File: src/rtl/button_pkg.sv
// Shared constants for the push-button front end: FSM encoding, idle pin level
// and the default debounce interval.
package button_pkg;

    localparam logic [1:0] ST_REL        = 2'd0;
    localparam logic [1:0] ST_PEND_PRESS = 2'd1;
    localparam logic [1:0] ST_PRESSED    = 2'd2;
    localparam logic [1:0] ST_PEND_REL   = 2'd3;

    localparam logic BTN_IDLE_LEVEL = 1'b1;

    // 20 ms at 50 MHz
    localparam int unsigned BTN_DEBOUNCE_CYCLES = 1_000_000;

endpackage

File: src/rtl/button_sync.sv
// N-stage synchronizer for an asynchronous input; resets to the idle
// (released) pin level so no false press is seen out of reset.
module button_sync
    import button_pkg::*;
#(
    parameter int unsigned STAGES = 2
) (
    input  logic clk,
    input  logic rst_n,
    input  logic d,
    output logic q
);

    logic [STAGES-1:0] sync_q;
    logic [STAGES-1:0] sync_d;

    always_comb begin
        sync_d = {sync_q[STAGES-2:0], d};
    end

    always_ff @(posedge clk or negedge rst_n) begin
        if (!rst_n) begin
            sync_q <= {STAGES{BTN_IDLE_LEVEL}};
        end else begin
            sync_q <= sync_d;
        end
    end

    assign q = sync_q[STAGES-1];

endmodule

File: src/rtl/button_debounce.sv
// Debounces an active-low push-button pin into a clean level, with registered
// press/release strobes and a saturating count of aborted transitions.
module button_debounce
    import button_pkg::*;
#(
    parameter int unsigned SYNC_STAGES     = 2,
    parameter int unsigned DEBOUNCE_CYCLES = BTN_DEBOUNCE_CYCLES,
    parameter int unsigned CNT_W           = 30
) (
    input  logic       clk,
    input  logic       reset,
    input  logic       button_raw,
    input  logic       glitch_clr,
    output logic       button_clean,
    output logic       press_pulse,
    output logic       release_pulse,
    output logic [7:0] glitch_cnt
);

    localparam logic [CNT_W-1:0] CNT_ONE  = CNT_W'(1);
    localparam logic [CNT_W-1:0] CNT_LAST = CNT_W'(DEBOUNCE_CYCLES - 1);

    logic             sync_out;
    logic [1:0]       state_q, state_d;
    logic [CNT_W-1:0] cnt_q, cnt_d;
    logic             clean_q, clean_d;
    logic             press_q, press_d;
    logic             rel_q, rel_d;
    logic [7:0]       glitch_q, glitch_d;
    logic             abort;

    button_sync #(
        .STAGES(SYNC_STAGES)
    ) u_sync (
        .clk  (clk),
        .rst_n(reset),
        .d    (button_raw),
        .q    (sync_out)
    );

    always_comb begin
        state_d = state_q;
        cnt_d   = cnt_q;
        clean_d = clean_q;
        press_d = 1'b0;
        rel_d   = 1'b0;
        abort   = 1'b0;
        case (state_q)
            ST_REL: begin
                if (!sync_out) begin
                    state_d = ST_PEND_PRESS;
                    cnt_d   = CNT_ONE;
                end
            end
            ST_PEND_PRESS: begin
                if (sync_out) begin
                    state_d = ST_REL;
                    cnt_d   = '0;
                    abort   = 1'b1;
                end else if (cnt_q == CNT_LAST) begin
                    state_d = ST_PRESSED;
                    cnt_d   = '0;
                    clean_d = 1'b0;
                    press_d = 1'b1;
                end else begin
                    cnt_d = cnt_q + CNT_ONE;
                end
            end
            ST_PRESSED: begin
                if (sync_out) begin
                    state_d = ST_PEND_REL;
                    cnt_d   = CNT_ONE;
                end
            end
            ST_PEND_REL: begin
                if (!sync_out) begin
                    state_d = ST_PRESSED;
                    cnt_d   = '0;
                    abort   = 1'b1;
                end else if (cnt_q == CNT_LAST) begin
                    state_d = ST_REL;
                    cnt_d   = '0;
                    clean_d = 1'b1;
                    rel_d   = 1'b1;
                end else begin
                    cnt_d = cnt_q + CNT_ONE;
                end
            end
            default: begin
                state_d = ST_REL;
                cnt_d   = '0;
            end
        endcase
    end

    // Clear wins over a same-cycle abort; increment saturates at 255.
    always_comb begin
        glitch_d = glitch_q;
        if (abort && (glitch_q != 8'hFF)) begin
            glitch_d = glitch_q + 8'd1;
        end
        if (glitch_clr) begin
            glitch_d = '0;
        end
    end

    always_ff @(posedge clk or negedge reset) begin
        if (!reset) begin
            state_q  <= ST_REL;
            cnt_q    <= '0;
            clean_q  <= BTN_IDLE_LEVEL;
            press_q  <= 1'b0;
            rel_q    <= 1'b0;
            glitch_q <= '0;
        end else begin
            state_q  <= state_d;
            cnt_q    <= cnt_d;
            clean_q  <= clean_d;
            press_q  <= press_d;
            rel_q    <= rel_d;
            glitch_q <= glitch_d;
        end
    end

    assign button_clean  = clean_q;
    assign press_pulse   = press_q;
    assign release_pulse = rel_q;
    assign glitch_cnt    = glitch_q;

endmodule
File: config.mk
export PLATFORM = sky130hd
export DESIGN_NAME = button_debounce
export DESIGN_NICKNAME = d
export VERILOG_FILES = /design/src/rtl/button_pkg.sv /design/src/rtl/button_sync.sv /design/src/rtl/button_debounce.sv
export SDC_FILE = /design/constraint.sdc
export NUM_CORES = 1
export LEC_CHECK = 0
export ABC_AREA = 1
export BUFFER_PORTS_ARGS = -buffer_cell sky130_fd_sc_hd__clkbuf_2
export CAP_MARGIN = 20
export CORE_UTILIZATION = 40
export CTS_BUF_LIST = sky130_fd_sc_hd__clkbuf_4
export DETAILED_ROUTE_END_ITERATION = 10
export GPL_TIMING_DRIVEN = 0
export PLACE_DENSITY = 0.67
export SLEW_MARGIN = 40
export SYNTH_ARGS = -nofsm -noshare
export SYNTH_HDL_FRONTEND = slang
export SYNTH_HIERARCHICAL = 1
export SYNTH_SLANG_ARGS = --single-unit
File: constraint.sdc
create_clock -name clk -period 3.7 [get_ports clk]
set_input_delay 0.185 -clock clk [delete_from_list [all_inputs] [get_ports clk]]
set_output_delay 0.185 -clock clk [all_outputs]
set_load 0.02 [all_outputs]
==> results of run 1 <==
[cells by family (layout without fill, tap and decap cells)]
logic type      Yosys count  count (layout)  synth area share, %
simple gates            243             243                 41.3
buf+inv                  56              80                 7.83
flops                    45              45                 39.3
compound gates           34              34                 6.74
xor+xnor                 13              13                 3.96
fa+ha+maj                 2               2                0.869
[per-layer routing]
metal / part of all wire [%] / up-vias / GRT usage, %
met1: 47 / 1172 / 26.6
met3: 4.8 / 9 / 3.43
met4: 1.5 / 0 / 5.61
li1: - / 1296 / -
met5: 0 / - / 0
met2: 47 / 65 / 30.6
[flip-flops by register name, summed over array words and instances (netlist names), named ones only]
name / count
glitch_cnt: 8
button_clean: 1
cnt_q: 30
state_q: 1
press_pulse: 1
u_sync/sync_q: 2
release_pulse: 1
[layout by cell type (no fill, tap or decap), types with 8 or more instances in the layout]
cell type and count:
clkbuf_2 13, dfrtp_1 42, inv_1 48, nand2_1 111, nand3_1 35, nand3_2 10
nand4_1 9, nor2_1 52, nor2_4 8, o21ai_0 12, o22ai_1 8, xor2_1 11
[final timing paths]
check / start / end / cells after the start
min: glitch_clr / glitch_cnt[0] / 2
max: cnt_q[0] / cnt_q[20] / 8
min reg2reg: u_sync/sync_q[0] / u_sync/sync_q[1] / 0
max reg2reg: cnt_q[0] / cnt_q[20] / 8
max in group asynchronous: reset / glitch_cnt[4] / 2
min in group asynchronous: reset / cnt_q[16] / 2
[layout make-up]
class,instances,area [µm²]
flip-flops and latches,45,1130
plain buffers,4,30.0
clock buffers,5,37.5
multi-input cells,292,1520
inverters,52,195
clock inverters,3,46.3
well taps,96,120
repair buffers,16,92.6
fillers,695,3690
[cell usage after synthesis (all sizes together)]
cell type  count  area (µm²)
buf            2        22.5
o22ai          8        50.1
nand2        118         470
o21ai         17        85.1
or2            1        6.26
clkbuf         2        7.51
inv           52         195
o211ai         1        12.5
nor3           5        36.3
ha             2        25.0
xnor2          2        17.5
nor2          64         324
a31oi          1        6.26
dfrtp         42        1050
o21bai         2        15.0
a21oi          5        25.0
nand4         10        77.6
xor2          11        96.3
dfstp          3        78.8
nand3         45         275
[per-stage QoR]
step / std cells / util [%] / setup slack [ns]
3_5_place_dp: 503 / 44.7 / 1.87
6_report: 513 / 46.2 / 1.81
3_3_place_gp: 503 / 44.7 / 1.89
2_1_floorplan: 393 / - / 2.12
5_1_grt: 513 / 46.2 / 1.65
4_1_cts: 513 / 46.2 / 1.83
[power groups by stage]
stage	Sequential, mW	Combinational (mW)	Clock, mW
6_report	0.568	0.324	0.318
5_1_grt	0.575	0.367	0.350
4_1_cts	0.568	0.328	0.328
3_5_place_dp	0.577	0.325	0
3_3_place_gp	0.576	0.319	0
2_1_floorplan	0.578	0.220	0
==> metrics, run 1 <==
Final min period=approximately 1.9 ns; Hold Buf Count CTS=2; vias in the first global route=2349; PortBufs=14; Top delay family on crit path=simple AND/OR/NAND/NOR gates; Syn Area/Cell=7.32 µm²; Data arrival, critical path=2.14 ns; DP Area=3070 µm²; CP bufs+invs=0; MaxCap Viol Count=0; ant diodes=0; worst-path cell with the longest stage delay=dfrtp_1; DR WL/cell=12.8 µm; antenna violations before repair=0; post-synth cell types=30; GRT Resource Usage Total=about a fifth; Num CTS Buffers=5; die width=86.8 µm; CORE AREA=6870 µm²; Die Ht=between 80 and 90 µm; post-CTS sizing=0; initial core utilization=41.9%; register area share after synthesis=39.3%; die area=7540 µm²; Least-Margin Pin Slew=0.706 ns; First-pass DRT Iterations=5; clock skew=0.0144 ns; DR iter-0 viols=about 200; Yosys reg bits=45; clock transition at the registers of the reported paths=0.15 ns; syn_nets=roughly 400; critical-path cell list=ha_1 -> nand2_4 -> nor2_1 -> nand2_1 -> nor3_4 -> nand3_1 -> nand3_1 -> o21ai_0; clock tree buffer depth=2; worst-skew pair later-pin latency=0.37 ns; outcome=finished clean; layout cells sized above 1=approximately 15%; CP Data Required Time=3.95 ns; total grt overflow=0; cell area after layout=3170 µm²; Mapped Area=between 2000 and 3000 µm²; Overall Power=1.21 mW; H-tree depth=2; Root Driver=clkbuf_4; Ports=15; Crit Path Max Fanout=6; Comb power frac=26.8%; reg-to-reg slack, setup=1.81 ns; CTS tree=built; Max Clock Freq=between 500 and 600 MHz; critical path capture point type=register; Hold Crit Class=in2reg; maximum vdd drop=0.000147 V; Final Hold Viols=0; hold_ws=0.0835 ns; num rows=30; GPL Wtd Cong=0.889; Int Pwr=0.762 mW; via count=around 2500; # nets final=~420; NetSw=approximately 0.45 mW; Slew HR=around 53%; final slew viol count=0; Worst path most repeated cell=nand3_1; Leakage Power=1.51 nW; crit path launch type=register; number of setup buffers added after CTS=0; proportion of power drawn by flip-flops and latches=46.9%; largest net degree at the start of global routing=46; Area Growth Syn to Fin=10.3%; yosys synthesis warning count=6; number of remaining DRC errors=0; power share of the clock group=26.3%; power density over the cells=~380 nW/µm²; global-route wire length before repair=11100 µm; Clock Sinks=45; Final period util=51.1%; Crit Path Class=reg2reg; Total Routed Length=6540 µm; Switching Share=37.1%; Largest stage delay, worst path=0.46 ns; Fin Setup TNS=0 ns; RSZ-0062 raised after global routing=no; Syn Inst Count=393; Final Setup Violations=0; vias per inst=4.96; Detailed Place HPWL=about 4800 µm; antenna viol nets, final=0
(Power assumes the default switching activity.)
==> inputs of run 2 (changes only) <==
--- a/config.mk
+++ b/config.mk
@@ -5,14 +5,14 @@
 export SDC_FILE = /design/constraint.sdc
 export NUM_CORES = 1
 export LEC_CHECK = 0
-export ABC_AREA = 1
+export ABC_AREA = 0
 export BUFFER_PORTS_ARGS = -buffer_cell sky130_fd_sc_hd__clkbuf_2
 export CAP_MARGIN = 20
 export CORE_UTILIZATION = 40
 export CTS_BUF_LIST = sky130_fd_sc_hd__clkbuf_4
 export DETAILED_ROUTE_END_ITERATION = 10
 export GPL_TIMING_DRIVEN = 0
-export PLACE_DENSITY = 0.67
+export PLACE_DENSITY = 0.69
 export SLEW_MARGIN = 40
 export SYNTH_ARGS = -nofsm -noshare
 export SYNTH_HDL_FRONTEND = slang
==> constraint.sdc (replaced) <==
create_clock -name clk -period 1.6 [get_ports clk]
set_input_delay 0.08 -clock clk [delete_from_list [all_inputs] [get_ports clk]]
set_output_delay 0.08 -clock clk [all_outputs]
set_load 0.02 [all_outputs]
==> run 2 against run 1 <==
  * The flow now finishes with violations (setup timing)
  * Critical path depth shrank 1
  * Non-clock buffer count grew 52
  * Sequential share of layout area shrank 2.9 points
  * Critical endpoint is now cnt_q[22]
==> metrics, run 2 <==
num rows=28 (was 30); crit path launch type=register (unchanged); vias per inst=6.11 (was 4.96); final slew viol count=0 (unchanged); maximum vdd drop=0.000552 V (was 0.000147 V); PortBufs=13 (was 14); via count=2432 (was 2542); die area=6470 µm² (was 7540 µm²); antenna violations before repair=0 (unchanged); dominant cell type by area after synthesis=dfrtp_1 (unchanged); Overall Power=4.14 mW (was 1.21 mW); Synth Flop Type=dfrtp_1 (unchanged); ant diodes=0 (unchanged); RR Startpoint=cnt_q[23] (was cnt_q[0]); GPL Wtd Cong=0.794 (was 0.889); Largest stage delay, worst path=0.46 ns (about the same); Syn Inst Count=258 (was 393); initial core utilization=41.6% (was 41.9%); CORE AREA=5920 µm² (was 6870 µm²); worst-skew pair later-pin latency=0.38 ns (was 0.37 ns); Root Driver=clkbuf_4 (unchanged); largest net degree at the start of global routing=46 (unchanged); antenna viol nets, final=0 (unchanged); Crit Path Max Fanout=7 (was 6); Max Clock Freq=539 MHz (was 529 MHz); Yosys top cell area share=42.7% (was 36.5%); clock tree buffer depth=2 (unchanged); Area Growth Syn to Fin=41.9% (was 10.3%); total grt overflow=0 (unchanged); reg2reg end=cnt_q[22] (was cnt_q[20]); First-pass DRT Iterations=5 (unchanged); critical path capture point type=register (unchanged); CTS tree=built (unchanged); register area share after synthesis=45.9% (was 39.3%); CP Data Required Time=1.85 ns (was 3.95 ns); Hold Crit Class=in2reg (unchanged); Num CTS Buffers=5 (unchanged); GRT Resource Usage Total=21.9% (was 19.2%); RSZ-0062 raised after global routing=yes (was no); Clock Sinks=45 (unchanged); Slew HR=57.9% (was 52.6%); footprint of the multi-input gates=1540 µm² (was 1520 µm²); outcome=finished with violations (was finished clean); H-tree depth=2 (unchanged); CP startpoint=cnt_q[23] (was cnt_q[0]); hold_ws=0.0336 ns (was 0.0835 ns); clock skew=0.0189 ns (was 0.0144 ns); vias in the first global route=2165 (was 2349); most frequent cells in the layout=buf_4 (34), dfrtp_1 (31), nand2_1 (19) (was nand2_1 (111), nor2_1 (52), inv_1 (48)); Biggest register=cnt_q (unchanged); Data arrival, critical path=2.10 ns (was 2.14 ns); MaxCap Viol Count=0 (unchanged); Die Ht=80.5 µm (was 86.8 µm); Sequential Area=1140 µm² (was 1130 µm²); failing checks=setup timing; DR WL/cell=19.0 µm (was 12.8 µm); most common cell in the netlist=dfrtp_1 (was nand2_1); asr flop ratio synth=100% (unchanged); Mapped Area=2460 µm² (was 2880 µm²); crit path capture=cnt_q[22] (was cnt_q[20]); layout cells sized above 1=46.4% (was 15.1%); Layout fillers=460 (was 695); die width=80.5 µm (was 86.8 µm); most common cell after layout, fill and taps aside=buf_4 (was nand2_1); reg-to-reg slack, setup=-0.26 ns (was 1.81 ns); worst setup margin=-0.256 ns (was 1.81 ns); Crit Path Class=reg2reg (unchanged); Final period util=116% (was 51.1%); worst-path cell with the longest stage delay=dfrtp_1 (unchanged); Yosys reg bits=45 (unchanged); Final Hold Viols=0 (unchanged); Detailed Place HPWL=3840 µm (was 4750 µm); synth top area cells=dfrtp_1 (43%), a21oi_1 (4.7%), a31oi_1 (4.3%), dfstp_2 (3.2%), nand2_1 (3.2%) (was dfrtp_1 (37%), nand2_1 (14%), nor2_1 (6.8%), inv_1 (6.3%), nand3_1 (6.1%)); Final Setup Violations=38 (was 0); clock transition at the registers of the reported paths=0.15 ns (about the same); Least-Margin Pin Slew=0.632 ns (was 0.706 ns); top post-synthesis cells by count=dfrtp_1 (42), a21oi_1 (23), nand2_1 (21), a31oi_1 (17), nor2_1 (17) (was nand2_1 (111), nor2_1 (52), inv_1 (48), dfrtp_1 (42), nand3_1 (35)); worst r2r path cells=7 (was 8); number of flip-flops in the largest register=30 (unchanged); Leakage Power=1.49 nW (was 1.51 nW); critical-path cell list=nor4_2 -> and4_4 -> a21oi_4 -> buf_8 -> buf_8 -> a41oi_2 -> a31oi_1 (was ha_1 -> nand2_4 -> nor2_1 -> nand2_1 -> nor3_4 -> nand3_1 -> nand3_1 -> o21ai_0); yosys synthesis warning count=6 (unchanged); power density over the cells=1190 nW/µm² (was 381 nW/µm²); Worst path most repeated cell=buf_8 (was nand3_1); post-synth cell types=50 (was 30); number of remaining DRC errors=0 (unchanged); Ports=15 (unchanged); # nets final=328 (was 422); Total Routed Length=7560 µm (was 6540 µm); DR iter-0 viols=200 (was 201); Final min period=1.86 ns (was 1.89 ns); global-route wire length before repair=10700 µm (was 11100 µm); Syn Area/Cell=9.54 µm² (was 7.32 µm²); syn_nets=264 (was 399); Post-synth EDFFs=0 (unchanged)
## run 2: per-layer routing
metal	routed length (µm)	share of wire, %	GRT usage, %
met1	3130	41	28.4
met2	3740	50	34.0
met3	389	5.1	3.64
met4	295	3.9	13.4
met5	0	0	0
## run 2: through the flow
step	area, µm²	utilization [%]	TNS (ns)	setup slack [ns]	cells
floorplan	2510	-	-1.01	-0.0749	258
global placement	2670	45.0	-7.61	-0.329	346
global route	3490	59.0	-9.47	-0.343	398
CTS	3200	54.1	-4.28	-0.188	385
detailed placement	2670	45.1	-8.02	-0.316	346
finish	3490	59.0	-6.41	-0.256	398
## run 2: worst min path at each step
| stage | cells past startpoint | to | slack, ns | start |
|---|---|---|---|---|
| global placement | 1 | u_sync/sync_q[0] | 0.17 | button_raw |
| detailed placement | 1 | cnt_q[23] | 0.16 | reset |
| CTS | 2 | glitch_cnt[6] | 0.04 | glitch_clr |
| global route | 2 | glitch_cnt[7] | 0.06 | glitch_clr |
| finish | 2 | glitch_cnt[2] | 0.03 | glitch_clr |
| floorplan | 0 | async pin | -0.22 | reset |
## run 2: report_power, final
part	internal, mW	switching, mW
clock network	0.185	0.386
registers	1.22	0.109
logic	1.09	1.16
## run 2: cell type report
type                            count  share of cell area (%)
Timing Repair Buffer               59                    14.9
Sequential cell                    45                    32.7
Tap cell                           75                    2.69
Multi-Input combinational cell    193                    44.1
Clock buffer                        6                    1.29
Buffer                             13                    3.44
Clock inverter                      2                   0.322
Inverter                            5                   0.537
## run 2: repair_timing
action / CTS / global route
hold endpoints to repair: 43 / 0
hold buffers: 2 / 0
buffers inserted: 28 / 12
endpoints found under the setup margin: 39 / 42
gates cloned: 2 / 2
gates resized for setup: 51 / 38
pin swaps: 17 / 18
## run 2: cells by family (layout without fill, tap and decap cells)
| logic type | count (synthesis) | after routing | synth area share [%] |
|---|---|---|---|
| flops | 45 | 45 | 45.9 |
| buf+inv | 20 | 85 | 3.91 |
| xor+xnor | 9 | 9 | 3.51 |
| compound gates | 69 | 69 | 17.8 |
| fa+ha+maj | 2 | 2 | 1.02 |
| mux | 4 | 4 | 1.68 |
| simple gates | 109 | 109 | 26.2 |
## run 2: worst max-delay path, delay by kind of cell (launching register included)
kind                   cells  cell delay (ns)
DFF                        1             0.46
and+or+nand+nor            2             0.64
buffers and inverters      2             0.29
AOI/OAI and AO/OA          3             0.34
==> inputs of run 3 (changes only) <==
--- a/config.mk
+++ b/config.mk
@@ -8,11 +8,13 @@
 export ABC_AREA = 0
 export BUFFER_PORTS_ARGS = -buffer_cell sky130_fd_sc_hd__clkbuf_2
 export CAP_MARGIN = 20
+export CELL_PAD_IN_SITES_DETAIL_PLACEMENT = 1
+export CELL_PAD_IN_SITES_GLOBAL_PLACEMENT = 1
 export CORE_UTILIZATION = 40
 export CTS_BUF_LIST = sky130_fd_sc_hd__clkbuf_4
 export DETAILED_ROUTE_END_ITERATION = 10
 export GPL_TIMING_DRIVEN = 0
-export PLACE_DENSITY = 0.69
+export PLACE_DENSITY = 0.76
 export SLEW_MARGIN = 40
 export SYNTH_ARGS = -nofsm -noshare
 export SYNTH_HDL_FRONTEND = slang
==> run 3 against run 2 <==
  * The run still ends with setup timing left
  * Clock skew rose by 0.0062 ns
  * Via count rose by 1.0%
  * Sequential power about the same
  * Sequential share of layout area increased by 1.6 points
  * Combinational power shrank 3%
  * Routed wire length grew 18%
  * Critical endpoint is now cnt_q[29]
  * Register-to-register slack worse by 0.12 ns
  * Largest cell class unchanged
  * Design area decreased by 4.5%
  * Worst setup slack got worse by 0.12 ns
  * Core utilization fell by 2.7 points
  * Die area stayed put
  * Largest power group unchanged
==> metrics, run 3 (synthesis results as in run 2) <==
outcome=finished with violations (unchanged); failing checks=setup timing (unchanged); clock transition at the registers of the reported paths=0.16 ns (was 0.15 ns); Num CTS Buffers=5 (unchanged); Detailed Place HPWL=4550 µm (was 3840 µm); Switching Share=40.6% (was 39.9%); Crit Path Max Fanout=5 (was 7); power share of the clock group=17.7% (was 13.8%); Slew HR=56.1% (was 57.9%); vias per inst=6.42 (was 6.11); Final period util=123% (was 116%); Crit Path Class=reg2reg (unchanged); power density over the cells=1280 nW/µm² (was 1190 nW/µm²); Die Ht=80.5 µm (unchanged); Hold Crit Depth=2 (unchanged); Comb power frac=50.6% (was 54.2%); Leakage Power=1.39 nW (was 1.49 nW); routed wl met2=4510 µm (was 3740 µm); number of flip-flops in the largest register=30 (unchanged); DR WL/cell=23.3 µm (was 19.0 µm); met3 routed WL=450 µm (was 389 µm); hold_ws=0.0539 ns (was 0.0336 ns); Data arrival, critical path=2.21 ns (was 2.10 ns); GPL Wtd Cong=0.750 (was 0.794); CP bufs+invs=2 (unchanged); Root Driver=clkbuf_4 (unchanged); PortBufs=13 (unchanged); worst-path cell with the longest stage delay=dfrtp_1 (unchanged); num rows=28 (unchanged); reg-to-reg slack, setup=-0.37 ns (was -0.26 ns); critical path capture point type=register (unchanged); vias in the first global route=2407 (was 2165); Largest stage delay, worst path=0.46 ns (about the same); Int Pwr=2.54 mW (was 2.49 mW); number of remaining DRC errors=0 (unchanged); critical-path cell list=ha_4 -> and4_4 -> and4_4 -> a21oi_4 -> buf_12 -> buf_8 -> a21oi_2 -> mux2i_1 (was nor4_2 -> and4_4 -> a21oi_4 -> buf_8 -> buf_8 -> a41oi_2 -> a31oi_1); NetSw=1.74 mW (was 1.65 mW); CP Data Required Time=1.84 ns (was 1.85 ns); initial core utilization=41.6% (unchanged); Worst path most repeated cell=and4_4 (was buf_8); crit path launch type=register (unchanged); clock skew=0.0250 ns (was 0.0189 ns); Top delay family on crit path=simple AND/OR/NAND/NOR gates (unchanged); Final min period=1.97 ns (was 1.86 ns); CTS tree=built (unchanged); Hold Crit Class=in2reg (unchanged); most frequent cells in the layout=dfrtp_1 (30), buf_4 (22), nand2_1 (20) (was buf_4 (34), dfrtp_1 (31), nand2_1 (19)); ant diodes=0 (unchanged); Max Used Layer=met4 (unchanged); via count=2457 (was 2432); total grt overflow=0 (unchanged); die area=6470 µm² (unchanged); cell area after layout=3330 µm² (was 3490 µm²); worst r2r path cells=8 (was 7); Overall Power=4.28 mW (was 4.14 mW); antenna viol nets, final=0 (unchanged); fin util=56.3% (was 59.0%); First-pass DRT Iterations=4 (was 5); largest net degree at the start of global routing=46 (unchanged); worst setup margin=-0.372 ns (was -0.256 ns); global-route wire length before repair=12400 µm (was 10700 µm); Routed met1 length=3640 µm (was 3130 µm); die width=80.5 µm (unchanged); layout cells sized above 1=42.2% (was 46.4%); proportion of power drawn by flip-flops and latches=31.6% (was 32.0%); H-tree depth=2 (unchanged); Clock Sinks=45 (unchanged); Total Routed Length=8910 µm (was 7560 µm); Biggest register=cnt_q (unchanged); cell depth of the worst setup path=8 (was 7); Least-Margin Pin Slew=0.659 ns (was 0.632 ns); clock tree buffer depth=2 (unchanged); CORE AREA=5920 µm² (unchanged); MaxCap Viol Count=0 (unchanged); RSZ-0062 raised after global routing=yes (unchanged); DP Area=2670 µm² (unchanged); # nets final=313 (was 328); final slew viol count=0 (unchanged); DR iter-0 viols=229 (was 200); maximum vdd drop=0.00120 V (was 0.000552 V); Max Clock Freq=507 MHz (was 539 MHz); Ports=15 (unchanged); antenna violations before repair=0 (unchanged); GRT Resource Usage Total=25.5% (was 21.9%); Final Setup Violations=43 (was 38); worst-skew pair later-pin latency=0.38 ns (about the same); most common cell after layout, fill and taps aside=dfrtp_1 (was buf_4); Area Growth Syn to Fin=35.4% (was 41.9%); Final Hold Viols=0 (unchanged)
[run 3: worst paths after layout]
path,start,end
worst max register to register,cnt_q[1],cnt_q[29]
worst min-delay path,glitch_clr,glitch_cnt[4]
min in group asynchronous,reset,glitch_cnt[2]
worst max-delay path,cnt_q[1],cnt_q[29]
max in group asynchronous,reset,cnt_q[24]
worst min register to register,u_sync/sync_q[0],u_sync/sync_q[1]
[run 3: layout make-up]
class	instances	area, µm²
well taps	75	93.8
fillers	646	2590
repair buffers	44	379
inverters	5	18.8
plain buffers	13	118
clock buffers	5	37.5
flip-flops and latches	45	1140
clock inverters	3	43.8
multi-input cells	193	1500
[run 3: metal layers]
| layer | global-route usage, % | vias up |
|---|---|---|
| li1 | - | 1070 |
| met2 | 44.0 | 102 |
| met4 | 7.32 | 0 |
| met3 | 3.07 | 28 |
| met5 | 0 | - |
| met1 | 33.2 | 1257 |
[run 3: what timing repair did]
item,4_1_cts,5_1_grt
endpoints found under the hold margin,43,0
gates resized for setup,47,35
gates cloned,2,3
buffers inserted,19,5
hold buffers,2,0
setup endpoints to repair,40,43
pin swaps,13,12
[run 3: power groups by stage]
stage	Sequential, mW	Clock (mW)	Combinational, mW
floorplan	1.34	0	0.856
global placement	1.34	0	1.22
detailed placement	1.35	0	1.25
CTS	1.33	0.758	1.65
global route	1.37	0.811	2.28
finish	1.35	0.760	2.17
[run 3: worst register-to-register path, stage by stage (launching register included)]
cell and delay [ns]:
dfrtp_1 0.46, ha_4 0.16, and4_4 0.26, and4_4 0.26, a21oi_4 0.08, buf_12 0.15, buf_8 0.13, a21oi_2 0.19
mux2i_1 0.13
[run 3: metrics by stage]
step,setup TNS [ns],setup WS [ns],std cells
after CTS,-5.76,-0.203,375
after floorplan,-1.01,-0.0749,258
after global routing,-12.41,-0.479,383
after detailed placement,-10.67,-0.398,346
final,-9.90,-0.372,383
after global placement,-8.95,-0.354,346
